`config.mk`:
```
export PLATFORM = sky130hd
export DESIGN_NAME = ps2_host_tx_flat
export DESIGN_NICKNAME = d
export VERILOG_FILES = /design/src/rtl/ps2_host_tx_if.sv /design/src/rtl/ps2_host_tx.sv /design/src/flat_wrapper.sv
export SDC_FILE = /design/constraint.sdc
export NUM_CORES = 1
export LEC_CHECK = 0
export ABC_AREA = 1
export CORE_MARGIN = 5
export CORE_UTILIZATION = 55
export DETAILED_ROUTE_END_ITERATION = 10
export PLACE_DENSITY = 0.87
export SYNTH_ARGS = -nofsm -noshare
export SYNTH_HDL_FRONTEND = slang
export SYNTH_SLANG_ARGS = --single-unit
```
`constraint.sdc`:
```
create_clock -name CLK -period 2 [get_ports CLK]
set_input_delay 0.4 -clock CLK [delete_from_list [all_inputs] [get_ports CLK]]
set_output_delay 0.4 -clock CLK [all_outputs]
set_load 0.01 [all_outputs]
```
`src/rtl/ps2_host_tx_if.sv`:
```
// CPU-side byte handshake for the PS/2 host transmitter.
// master = CPU driving requests, slave = ps2_host_tx.
interface ps2_host_tx_if;
    logic       tx_valid;
    logic [7:0] tx_data;
    logic       tx_ready;
    logic       tx_done;
    logic       tx_error;

    modport master (
        output tx_valid, tx_data,
        input  tx_ready, tx_done, tx_error
    );

    modport slave (
        input  tx_valid, tx_data,
        output tx_ready, tx_done, tx_error
    );
endinterface

```
`src/rtl/ps2_host_tx.sv`:
```
// PS/2 host-to-device transmitter: inhibit, request-to-send, device-clocked frame, ACK check.
// Define PS2_HOST_TX_RETRY_EN to retry once on NACK/timeout before reporting an error.
module ps2_host_tx #(
    parameter int unsigned INHIBIT_CYCLES = 2500,
    parameter int unsigned TIMEOUT_CYCLES = 375000
) (
    input  logic         CLK,
    input  logic         reset,
    ps2_host_tx_if.slave tx,
    input  logic         ps2_clk_in,
    input  logic         ps2_data_in,
    output logic         ps2_clk_oe,
    output logic         ps2_data_oe
);

    localparam int unsigned CntMax = (INHIBIT_CYCLES > TIMEOUT_CYCLES) ? INHIBIT_CYCLES
                                                                       : TIMEOUT_CYCLES;
    localparam int unsigned CntW   = $clog2(CntMax + 1);
    localparam logic [CntW-1:0] InhLast = CntW'(INHIBIT_CYCLES - 1);
    localparam logic [CntW-1:0] ToLast  = CntW'(TIMEOUT_CYCLES - 1);

    typedef enum logic [2:0] {
        StIdle, StInhibit, StReq, StSend, StAck, StRelease, StFail
    } state_e;

    state_e          state_q, state_d;
    logic [CntW-1:0] cnt_q, cnt_d;
    logic [3:0]      bit_cnt_q, bit_cnt_d;
    logic [10:0]     shift_q, shift_d;
    logic [7:0]      byte_q, byte_d;
    logic            parity_q, parity_d;
    logic            done_q, done_d;
    logic            error_q, error_d;
    logic [1:0]      clk_sync_q, data_sync_q;
    logic            clk_prev_q;
    logic            clk_s, data_s, fall;
    logic            timing, fail;
`ifdef PS2_HOST_TX_RETRY_EN
    logic            retry_q, retry_d;
`endif

    assign clk_s  = clk_sync_q[1];
    assign data_s = data_sync_q[1];
    assign fall   = clk_prev_q & ~clk_s;

    always_ff @(posedge CLK or negedge reset) begin
        if (!reset) begin
            state_q     <= StIdle;
            cnt_q       <= '0;
            bit_cnt_q   <= '0;
            shift_q     <= '1;
            byte_q      <= '0;
            parity_q    <= 1'b0;
            done_q      <= 1'b0;
            error_q     <= 1'b0;
            clk_sync_q  <= '0;
            data_sync_q <= '0;
            clk_prev_q  <= 1'b0;
`ifdef PS2_HOST_TX_RETRY_EN
            retry_q     <= 1'b0;
`endif
        end else begin
            state_q     <= state_d;
            cnt_q       <= cnt_d;
            bit_cnt_q   <= bit_cnt_d;
            shift_q     <= shift_d;
            byte_q      <= byte_d;
            parity_q    <= parity_d;
            done_q      <= done_d;
            error_q     <= error_d;
            clk_sync_q  <= {clk_sync_q[0], ps2_clk_in};
            data_sync_q <= {data_sync_q[0], ps2_data_in};
            clk_prev_q  <= clk_s;
`ifdef PS2_HOST_TX_RETRY_EN
            retry_q     <= retry_d;
`endif
        end
    end

    always_comb begin
        state_d   = state_q;
        cnt_d     = cnt_q;
        bit_cnt_d = bit_cnt_q;
        shift_d   = shift_q;
        byte_d    = byte_q;
        parity_d  = parity_q;
        done_d    = 1'b0;
        error_d   = 1'b0;
        fail      = 1'b0;
`ifdef PS2_HOST_TX_RETRY_EN
        retry_d   = retry_q;
`endif

        unique case (state_q)
            StIdle: begin
                if (tx.tx_valid) begin
                    byte_d    = tx.tx_data;
                    parity_d  = ~^tx.tx_data;
                    cnt_d     = '0;
                    bit_cnt_d = '0;
                    state_d   = StInhibit;
`ifdef PS2_HOST_TX_RETRY_EN
                    retry_d   = 1'b0;
`endif
                end
            end
            StInhibit: begin
                if (cnt_q == InhLast) begin
                    cnt_d   = '0;
                    // Frame LSB-first: start, data[0..7], parity, stop.
                    shift_d = {1'b1, parity_q, byte_q, 1'b0};
                    state_d = StReq;
                end else begin
                    cnt_d = cnt_q + CntW'(1);
                end
            end
            StReq: begin
                cnt_d   = cnt_q + CntW'(1);
                state_d = StSend;
            end
            StSend: begin
                cnt_d = cnt_q + CntW'(1);
                if (fall) begin
                    shift_d   = {1'b1, shift_q[10:1]};
                    bit_cnt_d = bit_cnt_q + 4'd1;
                    if (bit_cnt_q == 4'd9) begin
                        state_d = StAck;
                    end
                end
            end
            StAck: begin
                cnt_d = cnt_q + CntW'(1);
                if (fall) begin
                    state_d = data_s ? StFail : StRelease;
                end
            end
            StRelease: begin
                cnt_d = cnt_q + CntW'(1);
                if (clk_s && data_s) begin
                    state_d = StIdle;
                    done_d  = 1'b1;
                end
            end
            StFail: begin
                fail = 1'b1;
            end
            default: begin
                state_d = StIdle;
            end
        endcase

        timing = (state_q == StReq) || (state_q == StSend) ||
                 (state_q == StAck) || (state_q == StRelease);
        if (timing && (cnt_q == ToLast)) begin
            fail = 1'b1;
        end

        // Failure overrides whatever the state logic chose this cycle.
        if (fail) begin
            done_d = 1'b0;
`ifdef PS2_HOST_TX_RETRY_EN
            if (!retry_q) begin
                retry_d   = 1'b1;
                cnt_d     = '0;
                bit_cnt_d = '0;
                state_d   = StInhibit;
            end else begin
                state_d = StIdle;
                error_d = 1'b1;
            end
`else
            state_d = StIdle;
            error_d = 1'b1;
`endif
        end
    end

    assign tx.tx_ready = (state_q == StIdle);
    assign tx.tx_done  = done_q;
    assign tx.tx_error = error_q;

    assign ps2_clk_oe  = (state_q == StInhibit) || (state_q == StReq);
    assign ps2_data_oe = ((state_q == StReq) || (state_q == StSend)) ? ~shift_q[0] : 1'b0;

endmodule

```
`src/flat_wrapper.sv`:
```
// flat-port wrapper written by rule: the top's interface ports become plain ports
module ps2_host_tx_flat 
#(
    parameter int unsigned INHIBIT_CYCLES = 2500,
    parameter int unsigned TIMEOUT_CYCLES = 375000
)
  (CLK, reset, ps2_clk_in, ps2_data_in, ps2_clk_oe, ps2_data_oe, tx_tx_valid, tx_tx_data, tx_tx_ready, tx_tx_done, tx_tx_error);
  ps2_host_tx_if tx_i ();
  input  logic CLK;
  input  logic reset;
  input  logic ps2_clk_in;
  input  logic ps2_data_in;
  output logic ps2_clk_oe;
  output logic ps2_data_oe;
  input wire logic [$bits(tx_i.tx_valid)-1:0] tx_tx_valid;
  input wire logic [$bits(tx_i.tx_data)-1:0] tx_tx_data;
  output wire logic [$bits(tx_i.tx_ready)-1:0] tx_tx_ready;
  output wire logic [$bits(tx_i.tx_done)-1:0] tx_tx_done;
  output wire logic [$bits(tx_i.tx_error)-1:0] tx_tx_error;
  assign tx_i.tx_valid = tx_tx_valid;
  assign tx_i.tx_data = tx_tx_data;
  assign tx_tx_ready = tx_i.tx_ready;
  assign tx_tx_done = tx_i.tx_done;
  assign tx_tx_error = tx_i.tx_error;
  ps2_host_tx #(.INHIBIT_CYCLES(INHIBIT_CYCLES), .TIMEOUT_CYCLES(TIMEOUT_CYCLES)) u_core (.CLK(CLK), .reset(reset), .tx(tx_i), .ps2_clk_in(ps2_clk_in), .ps2_data_in(ps2_data_in), .ps2_clk_oe(ps2_clk_oe), .ps2_data_oe(ps2_data_oe));
endmodule
```
==> results.json <==
{
  "route.met3.wl_um": 305,
  "r2r_slack_ns": 0.15,
  "status": "complete, no violations",
  "root_buffer": "clkbuf_8",
  "slew_violations": 0,
  "relSlewSlack_pct": 63.95,
  "synthArstFlopShare_pct": 100.0,
  "hp-class": "in -> async",
  "grt_pass1_vias": 2430,
  "pin_count": 18,
  "seq_area_mm2": 0.001316,
  "cts_tree": "done",
  "sw_frac_of_total_pct": 42.10,
  "wirelength_mm": 6.135,
  "cts_buffer_depth": 2,
  "m1WireLength_mm": 2.672,
  "p_leak_uw": 0.001658,
  "cp.required_ns": 1.60,
  "numCtsBuffers": 5,
  "topRoutingLayerUsed": "met4",
  "fp.dieW_um": 83.89,
  "grt_pass1_wl_mm": 10.80,
  "area_growth_pct": 12.42,
  "synthTopCellsByArea": "dfrtp_1, nand2_1, dfstp_2",
  "ys.flop_type": "dfrtp_1",
  "nFillCells": 460,
  "grt_max_degree": 32,
  "row_count": 27,
  "r2r-end": "u_core.state_q[1]$_DFFE_PN0P_",
  "ys_types": 30,
  "internal_power_uw": 2236,
  "antennaDiodeCount": 0,
  "clk_latency_ns": 0.31,
  "stdcell_count": 485,
  "cts_hold_buffers": 0,
  "h-tree-depth": 2,
  "synth_area_mm2": 0.003003,
  "wire_per_inst_um": 12.65,
  "ys_warn_count": 0,
  "grt_usage_pct": 18.54,
  "drt_iter0_drc": 171,
  "synth.avg_cell_area_um2": 7.759,
  "rsz0062_at_grt": "no",
  "antenna_found_initial": 0,
  "synth_edf_count": 0,
  "hold_violations": 0,
  "ys_seq_area_share_pct": 43.75,
  "min_period_ns": 1.856,
  "setup_violations": 0,
  "stdcell_area_mm2": 0.003376,
  "rr_worst_depth": 8,
  "post-route-period-util_pct": 92.80,
  "drive_gt1_share_pct": 15.25,
  "yosys.area.top_type_share_pct": 35.00,
  "worstMarginPinSlew_ns": 0.5408,
  "nets": 430,
  "grt_overflow": 0,
  "p_per_area_mw_per_mm2": 1144,
  "drc": 0,
  "cts.sinks": 52,
  "tns_ns": 0,
  "dp.cells": 475,
  "yosys.area.top_type": "dfrtp_1",
  "p_comb_share_pct": 42.9,
  "via_per_inst": 5.101,
  "reg2reg_from": "u_core.state_q[1]$_DFFE_PN0P_",
  "core_mm2": 0.005405,
  "detailroute.via_count": 2474,
  "pwr-share-clk_pct": 17.1,
  "yosys_register_bits": 52,
  "cp-end-kind": "primary output",
  "final_cell_mix": "nand2_1, nor2_1, inv_1, dfrtp_1, nand3_1",
  "crit_type": "reg -> out",
  "fin_skew_ns": 0.01353,
  "hpwl_mm": 4.513,
  "fmax_mhz": 538.8,
  "setup.worst_path.end": "ps2_data_oe",
  "dr.pass1.iters": 5,
  "wl_met2_mm": 3.031,
  "multi_input_area_mm2": 0.001434,
  "start_util_pct": 55.56,
  "routabilityCongestion": 0.9335,
  "critPathLaunch": "u_core.state_q[2]$_DFFE_PN0P_",
  "synth_fp_nets": 405,
  "postSynthCellCount": 387,
  "critPathLaunchType": "flip-flop",
  "post_dp_cell_area_mm2": 0.003258,
  "place.port_buffers": 17,
  "final_common_cell": "nand2_1",
  "switching_power_uw": 1625,
  "cap_violations": 0,
  "crit_fanout": 6,
  "utilization_pct": 62.45,
  "chipHeight_um": 83.89,
  "ir_worst_vdd_mv": 0.6663,
  "critPathArrivalTime_ns": 1.46,
  "p_seq_share_pct": 40.0,
  "dpl_worst_slack_ns": 0.1780,
  "path_clk_slew_ns": 0.11,
  "fp.dieArea_mm2": 0.007038,
  "postLayoutSetupSlackWorst_ns": 0.1440,
  "ant_nets": 0
}
## cell usage after synthesis (3+ instances only)
master and number:
buf_2 4, dfrtp_1 42, dfstp_2 10, ha_1 5, inv_1 40, inv_2 9, mux2i_1 8, nand2_1 120
nand2_4 3, nand3_1 34, nand4_1 9, nor2_1 47, nor2_2 4, nor3_1 6, o21ai_1 4, o21ai_2 9
xnor2_1 6, xor2_1 9
## layout make-up
cell class              instances  share of cell area, %
flip-flops and latches         52                  38.99
multi-input cells             277                  42.48
inverters                      50                  5.634
well taps                      72                  2.669
repair buffers                 26                  7.191
clock buffers                   5                  2.039
clock inverters                 3                  1.001
## per-layer routing
| layer | track usage (%) | vias up |
|---|---|---|
| met2 | 31.38 | 70 |
| met1 | 23.75 | 1131 |
| met5 | 0 | - |
| li1 | - | 1257 |
| met3 | 2.369 | 16 |
| met4 | 7.895 | 0 |
## metrics by stage
| stage | power, uW | hold WS, ns |
|---|---|---|
| floorplan | 2808 | 0.1044 |
| global placement | 3137 | 0.3516 |
| detailed placement | 3209 | 0.3463 |
| CTS | 3887 | 0.06305 |
| global route | 4161 | 0.08421 |
| finish | 3861 | 0.05762 |
## worst max-delay path: stages, from the launching register on
cell and delay [ns]:
dfrtp_2 0.46, inv_2 0.12, ha_1 0.16, inv_1 0.04, nor2_1 0.10, clkdlybuf4s15_1 0.26
## timing repair
item                       4_1_cts  5_1_grt
setup endpoints to repair        3        1
cloned                           0        0
gates resized for setup          5        1
setup buffers                    2        0
## power by group through the flow
| stage | registers, uW | logic, uW | clock network (uW) |
|---|---|---|---|
| 2_1_floorplan | 1510 | 1290 | 0 |
| 3_3_place_gp | 1560 | 1580 | 0 |
| 3_5_place_dp | 1570 | 1640 | 0 |
| 4_1_cts | 1540 | 1670 | 677 |
| 5_1_grt | 1580 | 1850 | 729 |
| 6_report | 1550 | 1660 | 659 |
## sequential cells by signal, indices dropped and copies added (netlist names)
name and cells:
u_core.byte_q 8, u_core.parity_q 1, u_core.bit_cnt_q 4, u_core.shift_q 10, u_core.cnt_q 19, u_core.data_sync_q 2
u_core.tx.tx_done 1, u_core.state_q 3, u_core.clk_prev_q 1, u_core.clk_sync_q 2, u_core.tx.tx_error 1
## logic make-up after synthesis
group / count (synthesis) / synth area share (%)
multiplexers: 8 / 2.667
AND/OR/NAND/NOR: 230 / 34.04
flip-flops: 52 / 43.75
buffers and inverters: 58 / 8.500
AO/OA/AOI/OAI: 19 / 4.584
adder cells (fa/ha/maj): 5 / 2.083
XOR/XNOR: 15 / 4.375
## worst min path at each step
stage,slack (ns),endpoint,cells past startpoint,from
floorplan,0.10,u_core.bit_cnt_q[0]$_DFFE_PN0P_,0,reset
global placement,0.35,u_core.data_sync_q[1]$_DFF_PN0_,0,u_core.data_sync_q[0]$_DFF_PN0_
detailed placement,0.35,u_core.clk_sync_q[1]$_DFF_PN0_,0,u_core.clk_sync_q[0]$_DFF_PN0_
CTS,0.06,u_core.tx.tx_done$_DFF_PN0_,1,reset
global route,0.08,u_core.cnt_q[0]$_DFFE_PN0P_,1,reset
finish,0.06,u_core.tx.tx_done$_DFF_PN0_,1,reset
No activity file was read; power rests on OpenSTA's default activity.
